$ cat src/rtl/acc_uart_tx_if.sv
// Accumulator tap bus: core-side sample inputs and UART-side status outputs.
interface acc_uart_tx_if #(
  parameter int unsigned DEPTH = 4
);
  localparam int unsigned CNTW = $clog2(DEPTH) + 1;

  logic [7:0]      acc_v;
  logic            cy;
  logic            tx;
  logic            busy;
  logic [CNTW-1:0] fifo_count;
  logic            overflow;

  modport master (
    output acc_v, cy,
    input  tx, busy, fifo_count, overflow
  );

  modport slave (
    input  acc_v, cy,
    output tx, busy, fifo_count, overflow
  );
endinterface

$ cat src/rtl/acc_uart_tx.sv
// Queues each change of {cy, acc_v} and sends it as an 11-bit UART frame:
// start, acc bits 0..7, cy, stop.
module acc_uart_tx #(
  parameter int unsigned CLKS_PER_BIT = 4,
  parameter int unsigned DEPTH        = 4
) (
  input logic          clk,
  input logic          rst,
  acc_uart_tx_if.slave bus
);
  localparam int unsigned AW   = $clog2(DEPTH);
  localparam int unsigned CNTW = AW + 1;
  localparam int unsigned BCW  = (CLKS_PER_BIT > 1) ? $clog2(CLKS_PER_BIT) : 1;
  localparam int unsigned SW   = 9;

  typedef enum logic [1:0] {S_IDLE, S_START, S_DATA, S_STOP} state_t;

  state_t          r_state, w_state_nxt;
  logic [SW-1:0]   r_last, w_sample;
  logic [SW-1:0]   r_shift, w_shift_nxt;
  logic [SW-1:0]   r_mem [DEPTH];
  logic [AW-1:0]   r_wptr, r_rptr;
  logic [CNTW-1:0] r_count;
  logic            r_overflow;
  logic            r_tx, w_tx_nxt;
  logic            r_busy, w_busy_nxt;
  logic [BCW-1:0]  r_bit_cnt, w_bit_cnt_nxt;
  logic [3:0]      r_bit_idx, w_bit_idx_nxt;
  logic            w_push_req, w_push, w_pop, w_full, w_empty, w_bit_end;

  assign w_sample   = {bus.cy, bus.acc_v};
  assign w_push_req = (w_sample != r_last);
  assign w_full     = (r_count == CNTW'(DEPTH));
  assign w_empty    = (r_count == '0);
  assign w_bit_end  = (r_bit_cnt == BCW'(CLKS_PER_BIT - 1));
  // A pop on the same edge frees the slot, so a full FIFO still accepts.
  assign w_push     = w_push_req && (!w_full || w_pop);

  // Next-state and registered-output logic for the frame serializer.
  always_comb begin
    w_state_nxt   = r_state;
    w_tx_nxt      = r_tx;
    w_busy_nxt    = r_busy;
    w_shift_nxt   = r_shift;
    w_bit_cnt_nxt = r_bit_cnt;
    w_bit_idx_nxt = r_bit_idx;
    w_pop         = 1'b0;
    unique case (r_state)
      S_IDLE: begin
        w_tx_nxt   = 1'b1;
        w_busy_nxt = 1'b0;
        if (!w_empty) begin
          w_pop         = 1'b1;
          w_shift_nxt   = r_mem[r_rptr];
          w_bit_cnt_nxt = '0;
          w_state_nxt   = S_START;
          w_tx_nxt      = 1'b0;
          w_busy_nxt    = 1'b1;
        end
      end
      S_START: begin
        w_bit_cnt_nxt = r_bit_cnt + BCW'(1);
        if (w_bit_end) begin
          w_bit_cnt_nxt = '0;
          w_bit_idx_nxt = '0;
          w_state_nxt   = S_DATA;
          w_tx_nxt      = r_shift[0];
        end
      end
      S_DATA: begin
        w_bit_cnt_nxt = r_bit_cnt + BCW'(1);
        if (w_bit_end) begin
          w_bit_cnt_nxt = '0;
          if (r_bit_idx == 4'd8) begin
            w_state_nxt = S_STOP;
            w_tx_nxt    = 1'b1;
          end else begin
            w_shift_nxt   = r_shift >> 1;
            w_tx_nxt      = r_shift[1];
            w_bit_idx_nxt = r_bit_idx + 4'd1;
          end
        end
      end
      S_STOP: begin
        w_bit_cnt_nxt = r_bit_cnt + BCW'(1);
        if (w_bit_end) begin
          w_bit_cnt_nxt = '0;
          if (!w_empty) begin
            w_pop       = 1'b1;
            w_shift_nxt = r_mem[r_rptr];
            w_state_nxt = S_START;
            w_tx_nxt    = 1'b0;
          end else begin
            w_state_nxt = S_IDLE;
            w_tx_nxt    = 1'b1;
            w_busy_nxt  = 1'b0;
          end
        end
      end
      default: w_state_nxt = S_IDLE;
    endcase
  end

  always_ff @(posedge clk or posedge rst) begin
    if (rst) begin
      r_state   <= S_IDLE;
      r_tx      <= 1'b1;
      r_busy    <= 1'b0;
      r_shift   <= '0;
      r_bit_cnt <= '0;
      r_bit_idx <= '0;
    end else begin
      r_state   <= w_state_nxt;
      r_tx      <= w_tx_nxt;
      r_busy    <= w_busy_nxt;
      r_shift   <= w_shift_nxt;
      r_bit_cnt <= w_bit_cnt_nxt;
      r_bit_idx <= w_bit_idx_nxt;
    end
  end

  // Change detector and FIFO bookkeeping.
  always_ff @(posedge clk or posedge rst) begin
    if (rst) begin
      r_last     <= '0;
      r_wptr     <= '0;
      r_rptr     <= '0;
      r_count    <= '0;
      r_overflow <= 1'b0;
    end else begin
      r_last <= w_sample;
      if (w_push) r_wptr <= r_wptr + AW'(1);
      if (w_pop)  r_rptr <= r_rptr + AW'(1);
      case ({w_push, w_pop})
        2'b10:   r_count <= r_count + CNTW'(1);
        2'b01:   r_count <= r_count - CNTW'(1);
        default: r_count <= r_count;
      endcase
      if (w_push_req && !w_push) r_overflow <= 1'b1;
    end
  end

  always_ff @(posedge clk) begin
    if (w_push) r_mem[r_wptr] <= w_sample;
  end

  assign bus.tx         = r_tx;
  assign bus.busy       = r_busy;
  assign bus.fifo_count = r_count;
  assign bus.overflow   = r_overflow;
endmodule

$ cat src/flat_wrapper.sv
// flat-port wrapper written by rule: the top's interface ports become plain ports
module acc_uart_tx_flat 
#(
  parameter int unsigned CLKS_PER_BIT = 4,
  parameter int unsigned DEPTH        = 4
)
  (clk, rst, bus_acc_v, bus_cy, bus_tx, bus_busy, bus_fifo_count, bus_overflow);
  acc_uart_tx_if #(.DEPTH(DEPTH)) bus_i ();
  input logic clk;
  input logic rst;
  input wire logic [$bits(bus_i.acc_v)-1:0] bus_acc_v;
  input wire logic [$bits(bus_i.cy)-1:0] bus_cy;
  output wire logic [$bits(bus_i.tx)-1:0] bus_tx;
  output wire logic [$bits(bus_i.busy)-1:0] bus_busy;
  output wire logic [$bits(bus_i.fifo_count)-1:0] bus_fifo_count;
  output wire logic [$bits(bus_i.overflow)-1:0] bus_overflow;
  assign bus_i.acc_v = bus_acc_v;
  assign bus_i.cy = bus_cy;
  assign bus_tx = bus_i.tx;
  assign bus_busy = bus_i.busy;
  assign bus_fifo_count = bus_i.fifo_count;
  assign bus_overflow = bus_i.overflow;
  acc_uart_tx #(.CLKS_PER_BIT(CLKS_PER_BIT), .DEPTH(DEPTH)) u_core (.clk(clk), .rst(rst), .bus(bus_i));
endmodule
$ cat config.mk
export PLATFORM = sky130hd
export DESIGN_NAME = acc_uart_tx_flat
export DESIGN_NICKNAME = d
export VERILOG_FILES = /design/src/rtl/acc_uart_tx_if.sv /design/src/rtl/acc_uart_tx.sv /design/src/flat_wrapper.sv
export SDC_FILE = /design/constraint.sdc
export NUM_CORES = 1
export LEC_CHECK = 0
export BUFFER_PORTS_ARGS = -buffer_cell sky130_fd_sc_hd__buf_2
export CORE_UTILIZATION = 38
export CTS_CLUSTER_DIAMETER = 50
export DETAILED_ROUTE_END_ITERATION = 16
export GPL_ROUTABILITY_DRIVEN = 0
export PLACE_DENSITY_LB_ADDON = 0.3
export SLEW_MARGIN = 20
export SYNTH_ARGS = -nofsm -noshare
export SYNTH_HDL_FRONTEND = slang
export SYNTH_SLANG_ARGS = --single-unit
$ cat constraint.sdc
create_clock -name clk -period 4 [get_ports clk]
set_input_delay 1 -clock clk [delete_from_list [all_inputs] [get_ports clk]]
set_output_delay 1 -clock clk [all_outputs]
set_load 0.02 [all_outputs]
# Yosys cells after proc, flatten, opt, wreduce, memory -nomap -nowiden

Memories as Yosys holds them, arrays and structs flattened.
Index checks and enable logic that the tools add are counted.

Register bits: 36
RAM bits: 36
Output and inout bits: 6
Logic and storage cells: 85
Memories: 1

Memory list:

| memory       | depth | bits a word | rd ports | clocked after Yosys merged registers in | write ports | RTL line          | source |
|---|---|---|---|---|---|---|---|
| u_core.r_mem | 4     | 9           | 1        | 0                                       | 1           | acc_uart_tx.sv:21 | `logic [SW-1:0] r_mem [DEPTH];` |

Add/subtract/negate cells: 6
Equal/unequal tests: 16
Mux-type cells: 34
Reductions and logical operators: 17

Operator list:

| kind                                                            | number |
|---|---|
| 9-bit two-way mux                                               | 4 |
| 9-bit case mux with 3 select lines                              | 1 |
| 2-bit two-way mux                                               | 7 |
| 1-bit two-way mux                                               | 12 |
| 4-bit two-way mux                                               | 3 |
| 2-bit by 1-bit != test with 1-bit output, second input constant | 5 |
| 9-bit != test                                                   | 1 |
| 2-bit == test, second input constant                            | 4 |
| 2-bit case mux with 4 select lines                              | 1 |
| 4-bit case mux with 2 select lines                              | 1 |
| 4-bit AND reduction                                             | 2 |
| 2-bit by 1-bit adder with 2-bit output, second input constant   | 3 |
| 3-bit case mux with 2 select lines                              | 1 |
| 3-bit AND reduction                                             | 2 |
| 2-bit nonzero test                                              | 3 |
| 5-bit AND reduction                                             | 1 |
| 4-bit by 1-bit adder with 4-bit output, second input constant   | 1 |
| 2-bit by 1-bit == test with 1-bit output, second input constant | 2 |
| 4-bit == test, second input constant                            | 1 |
| 2-bit != test, second input constant                            | 2 |
| 1-bit case mux with 2 select lines                              | 2 |
| 1-bit case mux with 4 select lines                              | 1 |
| 2-bit case mux with 2 select lines                              | 1 |
| 3-bit by 1-bit adder with 3-bit output, second input constant   | 1 |
| other kinds (9)                                                 | 11 |

# Logic depth before layout (Yosys ltp)

Gate-level depths: netlist of the first run.

Depth in word-level cells: 8
Mapped depth: 12
Depth with buffers taken out: 12

# Least setup slack after synthesis of the first run

Ideal clock, no wire load.

Path type: in2reg
From: input port bus_acc_v[1]
To: register u_core.r_count[2], in the netlist u_core.bus.fifo_count[2]
Library setup time: 0.080 ns
Data arrival time: 2.746 ns
Data required time: 3.920 ns
Path slack: 1.174 ns
Cell stages on the path: 10
Cell sequence: xor2_1 > nor4_1 > a31oi_2 > inv_1 > ha_1 > inv_1 > fa_1 > xor2_1 > nor2_1 > xor2_1

Longest elaborated chain between the ends: 4

RTL lines:

| element                                                                   | RTL line           | source |
|---|---|---|
| start, declared                                                           | flat_wrapper.sv:11 | `input wire logic [$bits(bus_i.acc_v)-1:0] bus_acc_v;` |
| 9-bit != test (*)                                                         | acc_uart_tx.sv:32  | `assign w_push_req = (w_sample != r_last);` |
| 1-bit logical AND (*)                                                     | acc_uart_tx.sv:37  | `assign w_push = w_push_req && (!w_full \|\| w_pop);` |
| 2-bit by 1-bit == test with 1-bit output or 2-bit == test (tied branches) | acc_uart_tx.sv:134 | `case ({w_push, w_pop})` |
| 3-bit case mux with 2 select lines or 2-bit nonzero test (tied branches)  | --                 |  |
| end signal, assigned                                                      | acc_uart_tx.sv:135 | `2'b10: r_count <= r_count + CNTW'(1);` |
| end signal, assigned                                                      | acc_uart_tx.sv:136 | `2'b01: r_count <= r_count - CNTW'(1);` |
| end signal, assigned                                                      | acc_uart_tx.sv:137 | `default: r_count <= r_count;` |
| end, declared                                                             | acc_uart_tx.sv:23  | `logic [CNTW-1:0] r_count;` |

Every way passes the cells marked *; elsewhere a longest branch is shown, timed or not.
A chain may end at the register's enable or synchronous reset.

# Worst setup path after layout of the first run

Same ends and word-level chain as after synthesis.

==> impl_metrics.env, run 1 <==
export IMPL_path_max_fanout=7
export IMPL_die_area_mm2=0.00892
export IMPL_synth_avg_cell_area_um2=15.3
export IMPL_netlist_area_leader_share_pct=33.3
export IMPL_crit_type="input port to flop"
export IMPL_maxSlewHeadroom_pct=51.7
export IMPL_num_vias=1715
export IMPL_drcViolationCount=0
export IMPL_compound_gate_portion_of_the_synthesized_area_pct=5.54
export IMPL_ys_ff_latch=72
export IMPL_grt_overflow_total=0
export IMPL_cts_buffer_depth=2
export IMPL_cts_tree="yes"
export IMPL_holdPathEnd="u_core.bus.overflow"
export IMPL_cts_max_level=3
export IMPL_status="finished clean"
export IMPL_cts_inserted_buffers=9
export IMPL_tightest_slew_ns=0.724
export IMPL_post_cts_setup_buffer_count=0
export IMPL_hold_path_startpoint="u_core.bus.overflow"
export IMPL_antenna_left=0
export IMPL_post_drt_via_cell_ratio=4.97
export IMPL_post_synth_mux_area_share_pct=14.2
export IMPL_numPlacedInstances=329
export IMPL_setup_reg_to_reg_worst_slack_ns=1.42
export IMPL_skew_ns=0.00521
export IMPL_ir_drop_mv=0.290
export IMPL_detailedPlace_worstSlack_ns=0.626
export IMPL_yosys_warnings=0
export IMPL_layout_cells_most_common_list="sky130_fd_sc_hd__edfxtp_1, sky130_fd_sc_hd__dfrtp_1, sky130_fd_sc_hd__buf_2"
export IMPL_reg2reg_from="u_core.r_last[1]"
export IMPL_final_common_cell="sky130_fd_sc_hd__edfxtp_1"
export IMPL_r2r_worst_path_cells=10
export IMPL_grt_pass1_vias=1812
export IMPL_fp_row_count=33
export IMPL_place_area_mm2=0.00342
export IMPL_cts_resized_gates=0
export IMPL_synth_yosys_seq_area_share_pct=61.0
export IMPL_post_synth_and_or_nand_nor_area_fraction_pct=6.20
export IMPL_synth_ff_type="sky130_fd_sc_hd__edfxtp_1"
export IMPL_setup_worst_path_start_class="input port"
export IMPL_tns_ns=0
export IMPL_worst_path_required_time_ns=4.28
export IMPL_synth_adder_area_share_pct=6.01
export IMPL_power_per_cell_area_mw_per_mm2=825
export IMPL_finalMaxSlewViolations=0
export IMPL_floorplan_initialDensity_pct=39.3
export IMPL_hold_depth=1
export IMPL_setup_slack_ns=1.02
export IMPL_synth_cell_types=40
export IMPL_synth_enable_flop_cells=36
export IMPL_postSynthCellCount=212
export IMPL_syn_num_nets=238
export IMPL_yosys_top_cells_area="sky130_fd_sc_hd__edfxtp_1, sky130_fd_sc_hd__dfrtp_1, sky130_fd_sc_hd__ha_1"
export IMPL_port_buffer_count=16
export IMPL_worstReg2RegEnd="u_core.bus.fifo_count[2]"
export IMPL_grt_max_degree=37
export IMPL_grt_antenna_before_repair=0
export IMPL_io_pin_count=17
export IMPL_crit_arrival_ns=3.26
export IMPL_detail_route_wl_per_cell_um=15.6
export IMPL_cts_num_sinks=72
export IMPL_cts_reportedPaths_clkPinSlew_ns=0.08
export IMPL_layout_cells_non_filler=345
export IMPL_setup_viol_count_final=0
export IMPL_worst_skew_pair_late_latency_ns=0.35
export IMPL_timing_fmax_mhz=335
export IMPL_hold_violations=0
export IMPL_grt_total_usage_pct=14.0
export IMPL_antenna_cells=0
export IMPL_wirelength_um=5370
export IMPL_finalHoldWorstSlack_ns=0.497
export IMPL_hold_path_class="flop to flop"
export IMPL_cts_root_buffer_cell="sky130_fd_sc_hd__clkbuf_8"
export IMPL_syn_area_mm2=0.00325
export IMPL_dp_hpwl_um=3540
export IMPL_power_leakage_uw=0.00144
export IMPL_final_net_count=261
export IMPL_flow_area_growth_from_synthesis_pct=10.7
export IMPL_first_pass_iters=4
export IMPL_die_h_um=94.5
export IMPL_worstSetupEndpointType="flop"
export IMPL_async_flop_share_pct=50.0
export IMPL_core_area_mm2=0.00826
export IMPL_max_cap_violations=0
export IMPL_drive_above_1_share_pct=25.8
export IMPL_dieWidth_um=94.5
export IMPL_post_synth_xor_area_fraction_pct=4.04
export IMPL_synth_top_family_by_area="multiplexers"
export IMPL_grt_first_pass_wirelength_um=9180
export IMPL_fill_cells=733
export IMPL_rsz0062_at_grt="no"
export IMPL_drt_initial_drc_count=49
export IMPL_min_period_ns=2.98
export IMPL_timing_final_crit_share_pct=74.5
export IMPL_ctsHoldBuffers=0
export IMPL_synth_top_cell_by_area="sky130_fd_sc_hd__edfxtp_1"
export IMPL_final_design_area_no_fill_mm2=0.00360
-- worst max-delay path by stage --
stage / from / endpoint / cells past startpoint
2_1_floorplan: bus_acc_v[1] / u_core.bus.fifo_count[2] / 10
5_1_grt: bus_acc_v[1] / u_core.bus.fifo_count[2] / 11
3_5_place_dp: bus_acc_v[1] / u_core.bus.fifo_count[2] / 11
4_1_cts: bus_acc_v[1] / u_core.bus.fifo_count[2] / 11
3_3_place_gp: bus_acc_v[1] / u_core.bus.fifo_count[2] / 11
6_report: bus_acc_v[1] / u_core.bus.fifo_count[2] / 11
-- cell families after synthesis --
family | count (synthesis)
AND/OR/NAND/NOR | 38
multiplexers | 29
XOR/XNOR | 15
flip-flops | 72
adder cells (fa/ha/maj) | 15
buffers and inverters | 19
AO/OA/AOI/OAI | 24
-- metrics by stage --
step                      util [%]  total power (µW)
after CTS                     43.5              3010
after global placement        41.5              2460
after detailed placement      41.5              2500
after global routing          43.5              3180
after floorplan                  -              2240
final                         43.5              2970
-- worst max-delay path, cell delays in order --
cell and delay, ns:
sky130_fd_sc_hd__buf_2 0.14, sky130_fd_sc_hd__xor2_1 0.15, sky130_fd_sc_hd__nor4_1 0.58, sky130_fd_sc_hd__a31oi_2 0.27
sky130_fd_sc_hd__inv_1 0.10, sky130_fd_sc_hd__ha_1 0.17, sky130_fd_sc_hd__inv_1 0.07, sky130_fd_sc_hd__fa_1 0.38
sky130_fd_sc_hd__xor2_1 0.15, sky130_fd_sc_hd__nor2_1 0.11, sky130_fd_sc_hd__xor2_1 0.15
-- layout make-up --
cell class,count,area [µm²],area share [%]
inverters,14,52.6,1.46
multi-input cells,121,1170,32.5
flip-flops and latches,72,1980,55.1
clock inverters,6,45.0,1.25
well taps,105,131,3.65
repair buffers,17,87.6,2.44
clock buffers,10,128,3.55
-- power by group --
part	leakage (µW)	switching [µW]	internal (µW)
Clock	0.0000789	277	227
Combinational	0.000609	578	616
Sequential	0.000755	179	1090
-- synthesized netlist by cell type (3+ instances only) --
cell type / number
sky130_fd_sc_hd__nand2_1: 6
sky130_fd_sc_hd__inv_1: 14
sky130_fd_sc_hd__a21oi_1: 3
sky130_fd_sc_hd__xor2_1: 12
sky130_fd_sc_hd__buf_6: 3
sky130_fd_sc_hd__o21ai_0: 8
sky130_fd_sc_hd__nor3_1: 4
sky130_fd_sc_hd__xnor2_1: 3
sky130_fd_sc_hd__ha_1: 14
sky130_fd_sc_hd__dfrtp_1: 35
sky130_fd_sc_hd__mux4_2: 7
sky130_fd_sc_hd__mux2_4: 7
sky130_fd_sc_hd__nand3_1: 6
sky130_fd_sc_hd__a22o_1: 4
sky130_fd_sc_hd__nor2_1: 7
sky130_fd_sc_hd__mux2_2: 12
sky130_fd_sc_hd__edfxtp_1: 36
sky130_fd_sc_hd__and2_1: 4
-- state kept, by name (all words and copies together) (netlist names), 2 cells and up --
name,flops
u_core.bus.fifo_count,3
u_core.r_last,9
u_core.r_state,2
u_core.r_bit_idx,4
u_core.r_wptr,2
u_core.r_mem,36
u_core.r_bit_cnt,2
u_core.r_shift,9
u_core.r_rptr,2
-- metal layers --
metal  vias up  GRT usage [%]  wire (µm)
li1        826              -          -
met5         -              0          0
met4         0           5.43        125
met3        13           4.83        231
met2        34           22.3       2550
met1       842           17.7       2470
Note: power is estimated with default switching activity, not from simulation.
==> run 2, diff against run 1 <==
==> constraint.sdc (replaced) <==
create_clock -name clk -period 2.5 [get_ports clk]
set_input_delay 0.625 -clock clk [delete_from_list [all_inputs] [get_ports clk]]
set_output_delay 0.625 -clock clk [all_outputs]
set_load 0.02 [all_outputs]
==> run 2 against run 1 <==
  * Register-to-register slack lost 1.3 ns
  * Clock power grew 78%
  * Final cell count grew 5.8%
  * Via count grew 3.7%
  * Global-route usage shrank 0.17 points
  * Die area is the same
  * Clock skew grew 0.0095 ns
  * Sequential power grew 56%
  * Highest routed layer unchanged
  * Clock-buffer cell count grew 1
==> impl_metrics.env, run 2 (synthesized netlist as in run 1, its figures left out) <==
export IMPL_cts_reportedPaths_clkPinSlew_ns=0.08
export IMPL_flow_area_growth_from_synthesis_pct=16.0
export IMPL_ctsHoldBuffers=0
export IMPL_max_cap_violations=0
export IMPL_cts_num_sinks=72
export IMPL_post_drt_via_cell_ratio=4.87
export IMPL_setup_reg_to_reg_worst_slack_ns=0.14
export IMPL_wirelength_um=5330
export IMPL_power_leakage_uw=0.00155
export IMPL_grt_overflow_total=0
export IMPL_ir_drop_mv=0.581
export IMPL_grt_total_usage_pct=13.9
export IMPL_first_pass_iters=4
export IMPL_min_period_ns=2.36
export IMPL_path_max_fanout=5
export IMPL_comb_power_share_pct=41.8
export IMPL_drcViolationCount=0
export IMPL_detail_route_wl_per_cell_um=14.6
export IMPL_cts_max_level=3
export IMPL_reg_largest_list="u_core.r_mem: 36 flops, u_core.r_last: 9 flops, u_core.r_shift: 9 flops"
export IMPL_hold_violations=0
export IMPL_final_net_count=281
export IMPL_final_common_cell="sky130_fd_sc_hd__edfxtp_1"
export IMPL_power_switching_fraction_pct=33.3
export IMPL_tightest_slew_ns=0.513
export IMPL_finalMaxSlewViolations=0
export IMPL_finalHoldWorstSlack_ns=0.377
export IMPL_grt_first_pass_wirelength_um=8960
export IMPL_dieWidth_um=94.5
export IMPL_cts_buffer_depth=2
export IMPL_antenna_left=0
export IMPL_reg2reg_from="u_core.r_state[1]"
export IMPL_antenna_cells=0
export IMPL_power_per_cell_area_mw_per_mm2=1310
export IMPL_timing_final_crit_share_pct=94.2
export IMPL_register_bank_with_the_most_flops="u_core.r_mem"
export IMPL_setup_viol_count_final=0
export IMPL_layout_cells_most_common_list="sky130_fd_sc_hd__edfxtp_1, sky130_fd_sc_hd__dfrtp_1, sky130_fd_sc_hd__buf_4"
export IMPL_grt_max_degree=37
export IMPL_drive_above_1_share_pct=31.9
export IMPL_cts_root_buffer_cell="sky130_fd_sc_hd__clkbuf_8"
export IMPL_crit_arrival_ns=2.62
export IMPL_fp_row_count=33
export IMPL_die_area_mm2=0.00892
export IMPL_hold_path_class="input port to async pin"
export IMPL_dp_hpwl_um=3610
export IMPL_num_vias=1779
export IMPL_crit_type="flop to flop"
export IMPL_status="finished clean"
export IMPL_worstSetupEndpointType="flop"
export IMPL_power_switching_uw=1650
export IMPL_rsz0062_at_grt="no"
export IMPL_io_pin_count=17
export IMPL_cts_tree="yes"
export IMPL_timing_fmax_mhz=425
export IMPL_setup_slack_ns=0.145
export IMPL_drt_initial_drc_count=38
export IMPL_skew_ns=0.0147
export IMPL_die_h_um=94.5
export IMPL_largest_reg_flops=36
export IMPL_seq_power_share_pct=40.1
export IMPL_floorplan_initialDensity_pct=39.3
export IMPL_setup_worst_path_start_class="flop"
export IMPL_grt_antenna_before_repair=0
export IMPL_r2r_worst_path_cells=12
export IMPL_port_buffer_count=16
export IMPL_fill_cells=769
export IMPL_detailedPlace_worstSlack_ns=-0.0522
export IMPL_worst_skew_pair_late_latency_ns=0.35
export IMPL_internal_power_uw=3300
export IMPL_core_area_mm2=0.00826
export IMPL_worst_path_required_time_ns=2.77
export IMPL_grt_pass1_vias=1809
export IMPL_worstReg2RegEnd="u_core.bus.fifo_count[2]"
export IMPL_maxSlewHeadroom_pct=65.8
export IMPL_clock_power_share_pct=18.1
export IMPL_cts_inserted_buffers=9
run 2: cell count changes in the layout (fill, tap and decap cells not counted), sizes merged:
cell / change
clkbuf: +1
clkinvlp: -1
inv: -1
bufinv: +1
buf: +20
run 2: what timing repair did:
| action | in CTS | in global routing |
|---|---|---|
| setup endpoints to repair | 0 | 1 |
| setup buffers | 0 | 1 |
| gates resized for setup | 0 | 2 |
run 2: power groups by stage:
| stage | sequential [µW] | clock [µW] | combinational, µW |
|---|---|---|---|
| 2_1_floorplan | 1960 | 0 | 1620 |
| 3_3_place_gp | 2000 | 0 | 2050 |
| 3_5_place_dp | 2010 | 0 | 2080 |
| 4_1_cts | 1990 | 929 | 2080 |
| 5_1_grt | 2030 | 976 | 2300 |
| 6_report | 1980 | 895 | 2070 |
run 2: metrics by stage:
step	instances	TNS (ns)	power, µW	utilization, %	cell area (µm²)
2_1_floorplan	212	0	3580	-	3250
3_3_place_gp	348	-0.0170	4050	43.2	3570
3_5_place_dp	348	-0.0522	4080	43.2	3570
4_1_cts	364	0	5000	45.5	3760
5_1_grt	365	0	5300	45.6	3770
6_report	365	0	4940	45.6	3770
run 2: area by class of cell:
type	instances	area (µm²)	area share, %
tap	105	131	3.49
timing repair buffer	37	238	6.31
multi-input combinational	121	1170	31.1
inverter	14	52.6	1.39
clock inverter	5	58.8	1.56
clock buffer	11	131	3.49
sequential	72	1980	52.6
run 2: how the worst max path moves through the flow:
stage | startpoint | to
6_report | u_core.r_state[1] | u_core.bus.fifo_count[2]
5_1_grt | u_core.r_state[1] | u_core.bus.fifo_count[2]
4_1_cts | u_core.r_state[1] | u_core.bus.fifo_count[2]
3_5_place_dp | bus_acc_v[1] | u_core.bus.fifo_count[2]
3_3_place_gp | bus_acc_v[1] | u_core.bus.fifo_count[2]
2_1_floorplan | bus_acc_v[1] | u_core.bus.fifo_count[2]
run 2: critical path: stages (launching register included):
cell	delay [ns]
sky130_fd_sc_hd__dfrtp_1	0.42
sky130_fd_sc_hd__inv_1	0.12
sky130_fd_sc_hd__ha_1	0.24
sky130_fd_sc_hd__a21oi_2	0.15
sky130_fd_sc_hd__o2111a_2	0.24
sky130_fd_sc_hd__a31oi_2	0.05
sky130_fd_sc_hd__inv_1	0.07
sky130_fd_sc_hd__ha_1	0.15
sky130_fd_sc_hd__inv_1	0.05
sky130_fd_sc_hd__fa_1	0.37
sky130_fd_sc_hd__xor2_1	0.15
sky130_fd_sc_hd__nor2_1	0.11
sky130_fd_sc_hd__xor2_1	0.15
run 2: metal layers:
metal | global-route usage (%) | vias to the layer above | part of all wire (%)
met2 | 21.9 | 31 | 47
li1 | - | 863 | -
met4 | 6.44 | 0 | 1.8
met3 | 4.19 | 7 | 3.7
met5 | 0 | - | 0
met1 | 17.6 | 878 | 48
==> run 3, diff against run 2 <==
--- a/config.mk
+++ b/config.mk
@@ -5,6 +5,7 @@
 export SDC_FILE = /design/constraint.sdc
 export NUM_CORES = 1
 export LEC_CHECK = 0
+export ABC_AREA = 1
 export BUFFER_PORTS_ARGS = -buffer_cell sky130_fd_sc_hd__buf_2
 export CORE_UTILIZATION = 38
 export CTS_CLUSTER_DIAMETER = 50
==> run 3 against run 2 <==
  * Sequential share of layout area is essentially flat
  * Via count up 23%
  * Clock skew shrank 0.0062 ns
  * Maximum frequency is 2.3% higher
  * Register-to-register slack improved by 0.05 ns
  * Clock-buffer cell count decreased by 1
  * Sequential power is essentially flat
  * Final cell count grew 27%
  * Critical path type unchanged
  * Setup slack better by 0.052 ns
  * Core utilization down 0.18 points
  * Critical endpoint unchanged
  * Flip-flop and latch count unchanged
==> impl_metrics.env, run 3 <==
export IMPL_synth_top_cell_by_area="sky130_fd_sc_hd__edfxtp_1"
export IMPL_dp_hpwl_um=4000
export IMPL_comb_power_share_pct=41.1
export IMPL_maxSlewHeadroom_pct=67.2
export IMPL_tightest_slew_ns=0.492
export IMPL_final_design_area_no_fill_mm2=0.00377
export IMPL_io_pin_count=17
export IMPL_yosys_warnings=0
export IMPL_synth_cell_types=33
export IMPL_worst_path_required_time_ns=2.73
export IMPL_postSynthCellCount=321
export IMPL_drive_above_1_share_pct=19.3
export IMPL_reg_largest_list="u_core.r_mem: 36 flops, u_core.r_last: 9 flops, u_core.r_shift: 9 flops"
export IMPL_die_h_um=95.0
export IMPL_worst_skew_pair_late_latency_ns=0.35
export IMPL_antenna_left=0
export IMPL_setup_viol_count_final=0
export IMPL_min_period_ns=2.30
export IMPL_cts_reportedPaths_clkPinSlew_ns=0.08
export IMPL_num_vias=2193
export IMPL_synth_yosys_seq_area_share_pct=60.4
export IMPL_first_pass_iters=4
export IMPL_syn_num_nets=347
export IMPL_seq_power_share_pct=39.2
export IMPL_power_per_cell_area_mw_per_mm2=1320
export IMPL_layout_cells_most_common_list="sky130_fd_sc_hd__nand2_1, sky130_fd_sc_hd__nor2_1, sky130_fd_sc_hd__edfxtp_1"
export IMPL_synthTopCellsByCount="sky130_fd_sc_hd__nand2_1, sky130_fd_sc_hd__nor2_1, sky130_fd_sc_hd__edfxtp_1"
export IMPL_ir_drop_mv=0.762
export IMPL_crit_arrival_ns=2.54
export IMPL_power_switching_uw=2000
export IMPL_cts_max_level=3
export IMPL_cts_root_buffer_cell="sky130_fd_sc_hd__clkbuf_8"
export IMPL_synth_most_common_cell="sky130_fd_sc_hd__nand2_1"
export IMPL_register_bank_with_the_most_flops="u_core.r_mem"
export IMPL_wirelength_um=5990
export IMPL_antenna_cells=0
export IMPL_drcViolationCount=0
export IMPL_grt_overflow_total=0
export IMPL_yosys_top_cells_area="sky130_fd_sc_hd__edfxtp_1, sky130_fd_sc_hd__dfrtp_1, sky130_fd_sc_hd__nand2_1"
export IMPL_flow_area_growth_from_synthesis_pct=14.8
export IMPL_path_max_fanout=5
export IMPL_die_area_mm2=0.00902
export IMPL_detail_route_wl_per_cell_um=12.9
export IMPL_status="finished clean"
export IMPL_floorplan_initialDensity_pct=39.6
export IMPL_final_common_cell="sky130_fd_sc_hd__nand2_1"
export IMPL_core_area_mm2=0.00830
export IMPL_grt_pass1_vias=2131
export IMPL_clock_power_share_pct=19.6
export IMPL_power_switching_fraction_pct=40.3
export IMPL_crit_type="flop to flop"
export IMPL_dieWidth_um=95.0
export IMPL_worstSetupEndpointType="flop"
export IMPL_final_net_count=379
export IMPL_synth_enable_flop_cells=36
export IMPL_cts_buffer_depth=2
export IMPL_tns_ns=0
export IMPL_grt_total_usage_pct=15.1
export IMPL_skew_ns=0.00845
export IMPL_ctsHoldBuffers=0
export IMPL_max_cap_violations=0
export IMPL_grt_antenna_before_repair=0
export IMPL_timing_fmax_mhz=434
export IMPL_hold_path_class="input port to async pin"
export IMPL_cts_num_sinks=72
export IMPL_largest_reg_flops=36
export IMPL_port_buffer_count=16
export IMPL_place_area_mm2=0.00353
export IMPL_synth_avg_cell_area_um2=10.2
export IMPL_total_power_uw=4960
export IMPL_grt_first_pass_wirelength_um=10100
export IMPL_syn_area_mm2=0.00329
export IMPL_internal_power_uw=2960
export IMPL_netlist_area_leader_share_pct=32.9
export IMPL_cts_inserted_buffers=9
export IMPL_cts_tree="yes"
export IMPL_power_leakage_uw=0.00168
export IMPL_timing_final_crit_share_pct=92.1
export IMPL_ys_ff_latch=72
export IMPL_hold_violations=0
export IMPL_drt_initial_drc_count=84
export IMPL_finalMaxSlewViolations=0
export IMPL_synth_ff_type="sky130_fd_sc_hd__edfxtp_1"
export IMPL_async_flop_share_pct=50.0
export IMPL_fp_row_count=33
export IMPL_setup_worst_path_start_class="flop"
export IMPL_post_drt_via_cell_ratio=4.74
export IMPL_grt_max_degree=37
export IMPL_final_core_utilization_pct=45.5
run 3: cell types whose count changed in the layout (fill, tap and decap cells not counted), sizes merged, moves of 6 or more:
cell,change
nand2,+67
nor2,+34
o21ai,+26
inv,+25
mux2,-19
buf,-9
mux4,-9
o22ai,+8
xor2,-8
nand3,+6
run 3: power by group through the flow:
| stage | Combinational (µW) | Sequential (µW) | Clock (µW) |
|---|---|---|---|
| floorplan | 1500 | 1950 | 0 |
| global placement | 1970 | 1960 | 0 |
| detailed placement | 2020 | 1970 | 0 |
| CTS | 2030 | 1940 | 998 |
| global route | 2370 | 1990 | 1040 |
| finish | 2040 | 1950 | 974 |
run 3: final timing paths:
| check | start | to | slack [ns] | depth (start not counted) |
|---|---|---|---|---|
| max | u_core.r_state[1] | u_core.bus.fifo_count[2] | 0.20 | 13 |
| min | rst | u_core.r_last[0] | 0.37 | 3 |
| max reg2reg | u_core.r_state[1] | u_core.bus.fifo_count[2] | 0.20 | 13 |
| min reg2reg | u_core.bus.overflow | u_core.bus.overflow | 0.47 | 2 |
| max in group asynchronous | rst | u_core.r_state[0] | 1.76 | 3 |
| min in group clk | bus_acc_v[7] | u_core.r_last[7] | 0.43 | 1 |
run 3: critical path, stage by stage, from the launching register on:
cell	delay, ns
sky130_fd_sc_hd__dfrtp_1	0.44
sky130_fd_sc_hd__buf_4	0.16
sky130_fd_sc_hd__ha_1	0.19
sky130_fd_sc_hd__inv_2	0.09
sky130_fd_sc_hd__o21bai_1	0.08
sky130_fd_sc_hd__nand2_2	0.11
sky130_fd_sc_hd__nand3_4	0.10
sky130_fd_sc_hd__nand2_2	0.09
sky130_fd_sc_hd__ha_1	0.13
sky130_fd_sc_hd__inv_1	0.07
sky130_fd_sc_hd__fa_2	0.34
sky130_fd_sc_hd__a21oi_1	0.16
sky130_fd_sc_hd__o21ai_1	0.09
sky130_fd_sc_hd__xor2_1	0.14
run 3: final cells by class:
| type | instances | area, µm² |
|---|---|---|
| Clock inverter | 6 | 73.8 |
| Multi-Input combinational cell | 206 | 1140 |
| Tap cell | 105 | 131 |
| Inverter | 36 | 138 |
| Fill cell | 774 | 4530 |
| Clock buffer | 10 | 138 |
| Sequential cell | 72 | 1980 |
| Timing Repair Buffer | 28 | 170 |
run 3: logic make-up (layout without fill, tap and decap cells):
family                     Yosys count  after routing  share of synthesized area [%]
xor gates and xnor gates            10             10                           2.67
DFF                                 72             72                           60.4
and+or+nand+nor                    129            129                           16.8
adders and majority gates           15             15                           5.94
AOI/OAI and AO/OA                   52             52                           8.84
buffers and inverters               43             80                           5.41
run 3: per-layer routing:
| metal | track usage [%] | up-vias | routed length [µm] | part of all wire (%) |
|---|---|---|---|---|
| met2 | 24.5 | 25 | 2820 | 47 |
| met4 | 7.20 | 0 | 117 | 2.0 |
| met3 | 2.66 | 13 | 125 | 2.1 |
| met5 | 0 | - | 0 | 0 |
| met1 | 19.5 | 1032 | 2930 | 49 |
| li1 | - | 1123 | - | - |
run 3: per-stage QoR:
stage          setup WS [ns]  instances  hold slack [ns]
2_1_floorplan          0.228        321            0.449
3_3_place_gp          0.0665        445            0.441
3_5_place_dp         0.00740        445            0.457
4_1_cts               0.0527        461            0.390
5_1_grt             -0.00287        463            0.424
6_report               0.197        463            0.374
run 3: repair_timing:
item | 4_1_cts | 5_1_grt
setup endpoints to repair | 0 | 1
resized for setup | 0 | 7
buffers inserted | 0 | 2
